**config.mk**
```make
export PLATFORM = sky130hd
export DESIGN_NAME = mem_access_stage
export DESIGN_NICKNAME = d
export VERILOG_FILES = /design/src/rtl/mem_access_stage.sv
export SDC_FILE = /design/constraint.sdc
export NUM_CORES = 1
export LEC_CHECK = 0
export CAP_MARGIN = 40
export CELL_PAD_IN_SITES_DETAIL_PLACEMENT = 1
export CELL_PAD_IN_SITES_GLOBAL_PLACEMENT = 2
export CORE_MARGIN = 1
export CORE_UTILIZATION = 26
export CTS_BUF_LIST = sky130_fd_sc_hd__clkbuf_8 sky130_fd_sc_hd__clkbuf_16
export CTS_CLUSTER_SIZE = 30
export DETAILED_ROUTE_END_ITERATION = 12
export PLACE_DENSITY = 0.95
export SYNTH_ARGS = -nofsm -noshare
export SYNTH_HDL_FRONTEND = slang
export SYNTH_SLANG_ARGS = --single-unit
export TNS_END_PERCENT = 1
```
**constraint.sdc**
```tcl
create_clock -name clk -period 5.3 [get_ports clk]
set_clock_uncertainty 0.15 [all_clocks]
set_input_delay 1.06 -clock clk [delete_from_list [all_inputs] [get_ports clk]]
set_output_delay 1.06 -clock clk [all_outputs]
set_load 0.05 [all_outputs]
```
**src/rtl/mem_access_stage.sv**
```systemverilog
// MEM pipeline stage: turns a load/store into one valid/ack bus transaction, stalling upstream until it ends.
// Optional macro MEM_MISALIGN_TRAP_EN traps misaligned half/word accesses instead of truncating the address.
module mem_access_stage #(
  parameter int unsigned TIMEOUT = 16
) (
  input  logic        clk,
  input  logic        rst_n,
  input  logic        inMemRead,
  input  logic        inMemWrite,
  input  logic [1:0]  inMemSize,
  input  logic        inMemSigned,
  input  logic [31:0] inAluLatch,
  input  logic [31:0] inStoreData,
  input  logic [4:0]  inMuxRtRd,
  input  logic        inRegWrite,
  input  logic [1:0]  inMemtoReg,
  output logic        outBusReq,
  output logic        outBusWe,
  output logic [31:0] outBusAddr,
  output logic [31:0] outBusWdata,
  output logic [3:0]  outBusBe,
  input  logic        inBusAck,
  input  logic [31:0] inBusRdata,
  output logic        outStall,
  output logic [31:0] outLoadWordDividerMEM,
  output logic [31:0] outAluLatch,
  output logic [4:0]  outMuxRtRd,
  output logic        outRegWrite,
  output logic [1:0]  outMemtoReg,
  output logic        outBusErr,
  output logic        outMisalign,
  output logic [1:0]  outDbgState
);

  typedef enum logic [1:0] {IDLE = 2'd0, REQ = 2'd1, DONE = 2'd2} state_t;

  state_t      state_q;
  logic        we_q, rd_q, sgn_q, err_q, mis_q;
  logic [31:0] addr_q, wdata_q, load_q;
  logic [3:0]  be_q;
  logic [1:0]  size_q, lo_q;
  logic [7:0]  cnt_q;

  logic        op;
  logic        mis_d;
  logic [3:0]  be_d;
  logic [31:0] wdata_d;
  logic [31:0] fmt_d;
  logic [31:0] rdata_sh;
  logic [7:0]  byte_sel;
  logic [15:0] half_sel;

  assign op = inMemRead | inMemWrite;

`ifdef MEM_MISALIGN_TRAP_EN
  assign mis_d = ((inMemSize == 2'b01) & inAluLatch[0]) | (inMemSize[1] & (|inAluLatch[1:0]));
`else
  assign mis_d = 1'b0;
`endif

  always_comb begin
    be_d    = 4'b1111;
    wdata_d = inStoreData;
    case (inMemSize)
      2'b00: begin
        be_d    = 4'b0001 << inAluLatch[1:0];
        wdata_d = {4{inStoreData[7:0]}};
      end
      2'b01: begin
        be_d    = inAluLatch[1] ? 4'b1100 : 4'b0011;
        wdata_d = {2{inStoreData[15:0]}};
      end
      default: ;
    endcase
  end

  // Load formatting uses the size/offset captured at issue, so upstream changes cannot corrupt it.
  assign rdata_sh = inBusRdata >> {lo_q, 3'b000};
  assign byte_sel = rdata_sh[7:0];
  assign half_sel = lo_q[1] ? inBusRdata[31:16] : inBusRdata[15:0];

  always_comb begin
    case (size_q)
      2'b00:   fmt_d = {{24{sgn_q & byte_sel[7]}}, byte_sel};
      2'b01:   fmt_d = {{16{sgn_q & half_sel[15]}}, half_sel};
      default: fmt_d = inBusRdata;
    endcase
  end

  always_ff @(posedge clk or negedge rst_n) begin
    if (!rst_n) begin
      state_q <= IDLE;
      we_q    <= 1'b0;
      rd_q    <= 1'b0;
      sgn_q   <= 1'b0;
      size_q  <= 2'b00;
      lo_q    <= 2'b00;
      addr_q  <= 32'h0;
      wdata_q <= 32'h0;
      be_q    <= 4'h0;
      load_q  <= 32'h0;
      err_q   <= 1'b0;
      mis_q   <= 1'b0;
      cnt_q   <= 8'h0;
    end else begin
      case (state_q)
        IDLE: begin
          if (op && mis_d) begin
            mis_q   <= 1'b1;
            load_q  <= 32'h0;
            state_q <= DONE;
          end else if (op) begin
            we_q    <= inMemWrite;
            rd_q    <= ~inMemWrite;
            sgn_q   <= inMemSigned;
            size_q  <= inMemSize;
            lo_q    <= inAluLatch[1:0];
            addr_q  <= {inAluLatch[31:2], 2'b00};
            wdata_q <= wdata_d;
            be_q    <= be_d;
            cnt_q   <= 8'h0;
            state_q <= REQ;
          end
        end
        REQ: begin
          cnt_q <= cnt_q + 8'h1;
          if (inBusAck) begin
            load_q  <= rd_q ? fmt_d : 32'h0;
            state_q <= DONE;
          end else if (cnt_q == 8'(TIMEOUT - 1)) begin
            load_q  <= 32'h0;
            err_q   <= 1'b1;
            state_q <= DONE;
          end
        end
        DONE: begin
          err_q   <= 1'b0;
          mis_q   <= 1'b0;
          state_q <= IDLE;
        end
        default: state_q <= IDLE;
      endcase
    end
  end

  assign outBusReq             = (state_q == REQ);
  assign outBusWe              = we_q;
  assign outBusAddr            = addr_q;
  assign outBusWdata           = wdata_q;
  assign outBusBe              = be_q;
  assign outLoadWordDividerMEM = load_q;
  assign outBusErr             = err_q;
  assign outMisalign           = mis_q;
  assign outDbgState           = state_q;
  // Gated by rst_n so a reset mid-transaction releases the pipeline in the same instant.
  assign outStall    = rst_n & (((state_q == IDLE) & op) | (state_q == REQ));
  assign outRegWrite = rst_n & inRegWrite & ~outStall & ~err_q & ~mis_q;
  assign outAluLatch = inAluLatch;
  assign outMuxRtRd  = inMuxRtRd;
  assign outMemtoReg = inMemtoReg;

endmodule

```
After elaboration in Yosys (flattened, before gate mapping)
Cells that the tools add are included.
{ "word_totals": {"register_bits": 116, "latch_bits": 0, "ramBits": 0, "rom_bits": 0, "in_bits": 112, "output_inout_bits": 147, "wordCells": 64, "memories": 0} }
{ "classes": {"addsub": 1, "mul": 0, "div": 0, "order_cmp": 0, "eq_ne": 9, "n_shift": 2, "n_mux": 17, "bitwise_logic": 12, "reduce_logical": 11} }
{ "op_table": {"columns": ["cell", "count"], "rows": [
  ["32-bit one-hot mux with 2 select lines", 2],
  ["32-bit 2-to-1 mux", 3],
  ["32-bit by 5-bit >> shifter with 8-bit output", 1],
  ["16-bit 2-to-1 mux", 1],
  ["8-bit one-hot mux with 2 select lines", 1],
  ["8-bit by 1-bit adder with 8-bit output (second input constant)", 1],
  ["8-bit by 4-bit equality test with 1-bit output (second input constant)", 1],
  ["8-bit 2-to-1 mux", 1],
  ["4-bit one-hot mux with 2 select lines", 1],
  ["2-bit AND reduction", 4],
  ["1-bit AND", 7],
  ["2-bit by 1-bit equality test with 1-bit output (second input constant)", 3],
  ["2-bit zero test", 3],
  ["2-bit 2-to-1 mux", 3],
  ["2-bit nonzero test", 3],
  ["4-bit 2-to-1 mux", 1],
  ["2-bit != test (second input constant)", 2],
  ["2-bit one-hot mux with 2 select lines", 1],
  ["1-bit by 2-bit left shift with 4-bit output (first input constant)", 1],
  ["3-bit by 1-bit != test with 1-bit output (second input constant)", 1],
  ["1-bit NOT", 3],
  ["3-bit AND reduction", 1],
  ["2-bit equality test (second input constant)", 1],
  ["1-bit 2-to-1 mux", 2],
  ["other kinds (3)", 4]
]} }

Depth between registers and ports, before layout
{ "depth": {"word_depth": 7, "depth_mapped": 8, "mapped_depth_nobuf": 6} }

Worst setup path before layout
Ideal clock, no wire load.
{ "synth_path": {"kind": "reg2out", "startpoint": "register state_q[1] (netlist: outDbgState[1])", "endpoint": "output outRegWrite", "arrival_time_ns": 3.030, "t_required_ns": 4.090, "path_slack_ns": 1.060, "path_stages_with_launch": 5, "n_path_buf": 1, "path_cell_list": "dfrtp_1 -> inv_1 -> ha_1 -> clkbuf_1 -> nor4_1"} }
{ "synth_via": {"elab_cells_between_ends": 8, "classes_between": "1 x eq/ne; 6 x bitwise; 1 x reduce/logical"} }
{ "synth_lines": {"columns": ["item", "line_no", "text"], "rows": [
  ["from (decl)", "37", "state_t state_q;"],
  ["from (signal assigned)", "92", "state_q <= IDLE;"],
  ["from (signal assigned)", "111", "state_q <= DONE;"],
  ["from (signal assigned)", "122", "state_q <= REQ;"],
  ["2-bit by 1-bit equality test with 1-bit output", null, null],
  ["named net outBusReq", "17", "output logic outBusReq,"],
  ["1-bit bitwise OR", "156", "assign outStall = rst_n & (((state_q == IDLE) & op) | (state_q == REQ));"],
  ["1-bit AND", "156", null],
  ["1-bit NOT", "157", "assign outRegWrite = rst_n & inRegWrite & ~outStall & ~err_q & ~mis_q;"],
  ["1-bit AND (2 in a row)", "157", null],
  ["to (decl)", "28", "output logic outRegWrite,"]
]} }
The timed path passes the listed nets, and every way through them passes these cells.

Worst setup path after layout
{ "layout_path": {"startpoint": "input inMemWrite", "endpoint": "output outRegWrite"} }
{ "layout_via": {"elab_chain_len": 7} }
{ "layout_lines": {"columns": ["item", "line_no", "text"], "rows": [
  ["from (decl)", "9", "input logic inMemWrite,"],
  ["1-bit bitwise OR", "53", "assign op = inMemRead | inMemWrite;"],
  ["1-bit AND", "156", null],
  ["1-bit bitwise OR", "156", null],
  ["1-bit AND", "156", null],
  ["1-bit NOT", "157", null],
  ["1-bit AND (2 in a row)", "157", null]
]} }
No other way between the ends.

==> run summary <==
status: finished clean
simple-gate share of the synthesized area: 16.1%
RD Place Congestion: 0.776
mux cell area share after synthesis: 6.12%
Syn Area/Cell: 9.55 µm²
fraction of registers with async set/reset: 100%
maximum clock insertion buffer count: 2
Cell variety after synth: 47
met3 usage: 6.40%
post-CTS setup buffer count: 0
CTS tree: yes
pin count of the biggest net entering global routing: 76
post-route ant nets: 0
Core Region: 21200 µm²
synth top area cells: dfrtp_1 51%, nand2_1 10%, buf_4 5.7%, mux2i_1 4.9%, o21ai_0 4.4%
wire length of the first global-routing pass: 29.2 mm
Detail Placement HPWL: 13.8 mm
GRT Max-Usage Layer: met2
Mapped Cells: 595
Arr. time, crit path: 3180 ps
Top Family by Delay on Critical Path: buffers and inverters
Cell Chain, Critical Path: clkdlybuf4s50_1, o21a_2, nor4_1, clkdlybuf4s50_1
chip height: 150 µm
Synthesis Warnings: 0
Fillers: 2408
Worst Path Buf+Inv: 2
Multi-input gate area: 2300 µm²
ANT cells: 0
Num CTS Buffers: 17
RSZ-0062 raised after global routing: no
clock sink count: 116
met1 GRT Util: 20.4%
number of global-route vias before repair: 5362
clk slew on worst S/H paths: 60 ps
GR Util met2: 28.4%
Post-synth EDFFs: 0
sequential element share of the synthesized area: 51.1%
Final Hold Fails: 0
fin area: 8670 µm²
Worst Setup End Kind: primary output
Top FF cell, synth: dfrtp_1
Worst Path Max Fanout: 20
gr usage total: 17.1%
drt wl/cell: 17.3 µm
Hold Buf Count CTS: 0
initial antenna violation count: 0
count of cells resized by post-cts repair: 0
CP peak stage delay: 850 ps
Die X: 150 µm
Synth top cells by count: 156 x nand2_1, 116 x dfrtp_1, 50 x o21ai_0
H-tree depth: 4
XOR/XNOR share of the synthesized area: 0.617%
most frequent cell after synthesis: nand2_1
Synth Register Bits: 116
area growth from synthesis to layout: 52.6%
share of cells above drive strength 1: 8.97%
Crit path top cell by count: clkdlybuf4s50_1
Req. time, crit path: 4090 ps
Post-DP Area: 8100 µm²
number of DRC violations after detailed routing: 0
MaxCap Viol Count: 0
hold crit path type: reg -> reg
PortBufs: 241
initial DRC count: 129
Site Rows: 53
Setup-failing EPs final: 0
pwr dens: 674 nW/µm²
post-synthesis adder-cell area fraction: 0.881%
area leader, netlist: dfrtp_1
Reg area: 2900 µm²
worst skew pair latency: 410 ps
Synth top area share: 51.1%
main combinational cell family by area after synthesis: compound AO/OA/AOI/OAI gates
crit path max-delay cell type: clkdlybuf4s50_1
Tightest Pin Transition: 908 ps
Final nets: 906
Achievable Freq: 0.228 GHz
Crit Path Class: in -> out
I/O pins: 259
Via Count: 5116
drt pass-1 iters: 4
grt total ovfl: 0
crit share post-route: 82.9%
max_slew headroom: 39.5%
Compound-Gate Fraction of Synth Area: 16.4%
Pleak: 0.00373 µW
Die ar.: 22400 µm²
synthesized area: 5680 µm²
vias per cell: 4.75
setup tns final: 0 ps
Final Max Tran Viols: 0
Initial Util: 26.8%
final wirelength: 18.7 mm
root buf cell: clkbuf_16
min Tclk post-route: 4390 ps
Peak supply drop: 0.299 mV
Worst setup SP type: primary input
## sequential cells by signal (all words and copies together), names as in the netlist
| name | flops |
|---|---|
| sgn_q | 1 |
| outBusWdata | 32 |
| lo_q | 2 |
| outBusAddr | 30 |
| outDbgState | 2 |
| outBusBe | 4 |
| outLoadWordDividerMEM | 32 |
| outBusWe | 1 |
| outBusErr | 1 |
| rd_q | 1 |
| size_q | 2 |
| cnt_q | 8 |
## cells in the final DEF, fill, tap and decap left out, types with 2 or more instances in the layout
cell / n
clkdlybuf4s50_1: 240
nand2_1: 156
dfrtp_1: 116
o21ai_0: 49
mux2i_1: 28
a21oi_1: 27
nor2_1: 25
clkbuf_16: 17
a221o_2: 15
o2bb2ai_1: 14
o21a_1: 10
buf_4: 8
inv_1: 7
or3_1: 7
mux2_2: 6
nand2b_1: 5
clkinvlp_4: 5
nor3_1: 4
a32o_1: 4
ha_1: 4
inv_6: 4
nor4_1: 3
a31oi_1: 3
xnor2_1: 3
o221ai_1: 3
conb_1: 3
clkinv_2: 3
nand4b_1: 2
clkinv_1: 2
nand4_1: 2
nand3_1: 2
a22o_1: 2
buf_16: 2
## final timing paths
path,from,end,slack [ps],cells past startpoint
max,inMemWrite,outRegWrite,910,4
min,outBusAddr[11],outBusAddr[11],320,2
max reg2reg,outDbgState[1],outLoadWordDividerMEM[24],2710,5
min reg2reg,outBusAddr[11],outBusAddr[11],320,2
max in group asynchronous,rst_n,outBusAddr[16],3700,2
min in group asynchronous,rst_n,outBusWe,660,2
## layout make-up
cell class / count / share of cell area, %
clock buffer: 18 / 5.07
clock inverter: 14 / 1.46
inverter: 9 / 0.390
multi-input combinational: 396 / 26.6
sequential: 116 / 33.5
tap: 275 / 3.97
timing repair buffer: 250 / 29.0
## cells by family (layout without fill, tap and decap cells)
family / count (synthesis) / after routing
simple gates: 216 / 216
mux: 34 / 34
other cells: 1 / 3
fa+ha+maj: 4 / 4
buf+inv: 85 / 291
xor+xnor: 4 / 4
compound gates: 135 / 135
flops: 116 / 116
## power by group
part           internal (µW)  switching [µW]
Clock                    660             451
Sequential              1260             260
Combinational           1070            2150
Total                   2980            2860
## tightest hold or removal path, delay by kind of cell, from the launching register on
| kind | cells | cell delay, ps |
|---|---|---|
| DFF | 1 | 330 |
| and+or+nand+nor | 2 | 100 |
## layer usage
layer / part of all wire, % / wire (µm)
met1: 42 / 7910
met2: 49 / 9100
met5: 0 / 0
met3: 7.4 / 1380
met4: 1.4 / 259
## through the flow
step | power, µW | worst slack (ps) | util, % | hold WS, ps | std cells
3_3_place_gp | 4670 | 935 | 37.8 | 306 | 1042
3_5_place_dp | 4770 | 900 | 38.2 | 311 | 1046
6_report | 5840 | 908 | 40.8 | 321 | 1078
4_1_cts | 5930 | 893 | 40.8 | 326 | 1078
5_1_grt | 6180 | 773 | 40.8 | 333 | 1078
2_1_floorplan | 3620 | 1060 | - | 335 | 597
No activity file was read; power rests on OpenSTA's default activity.
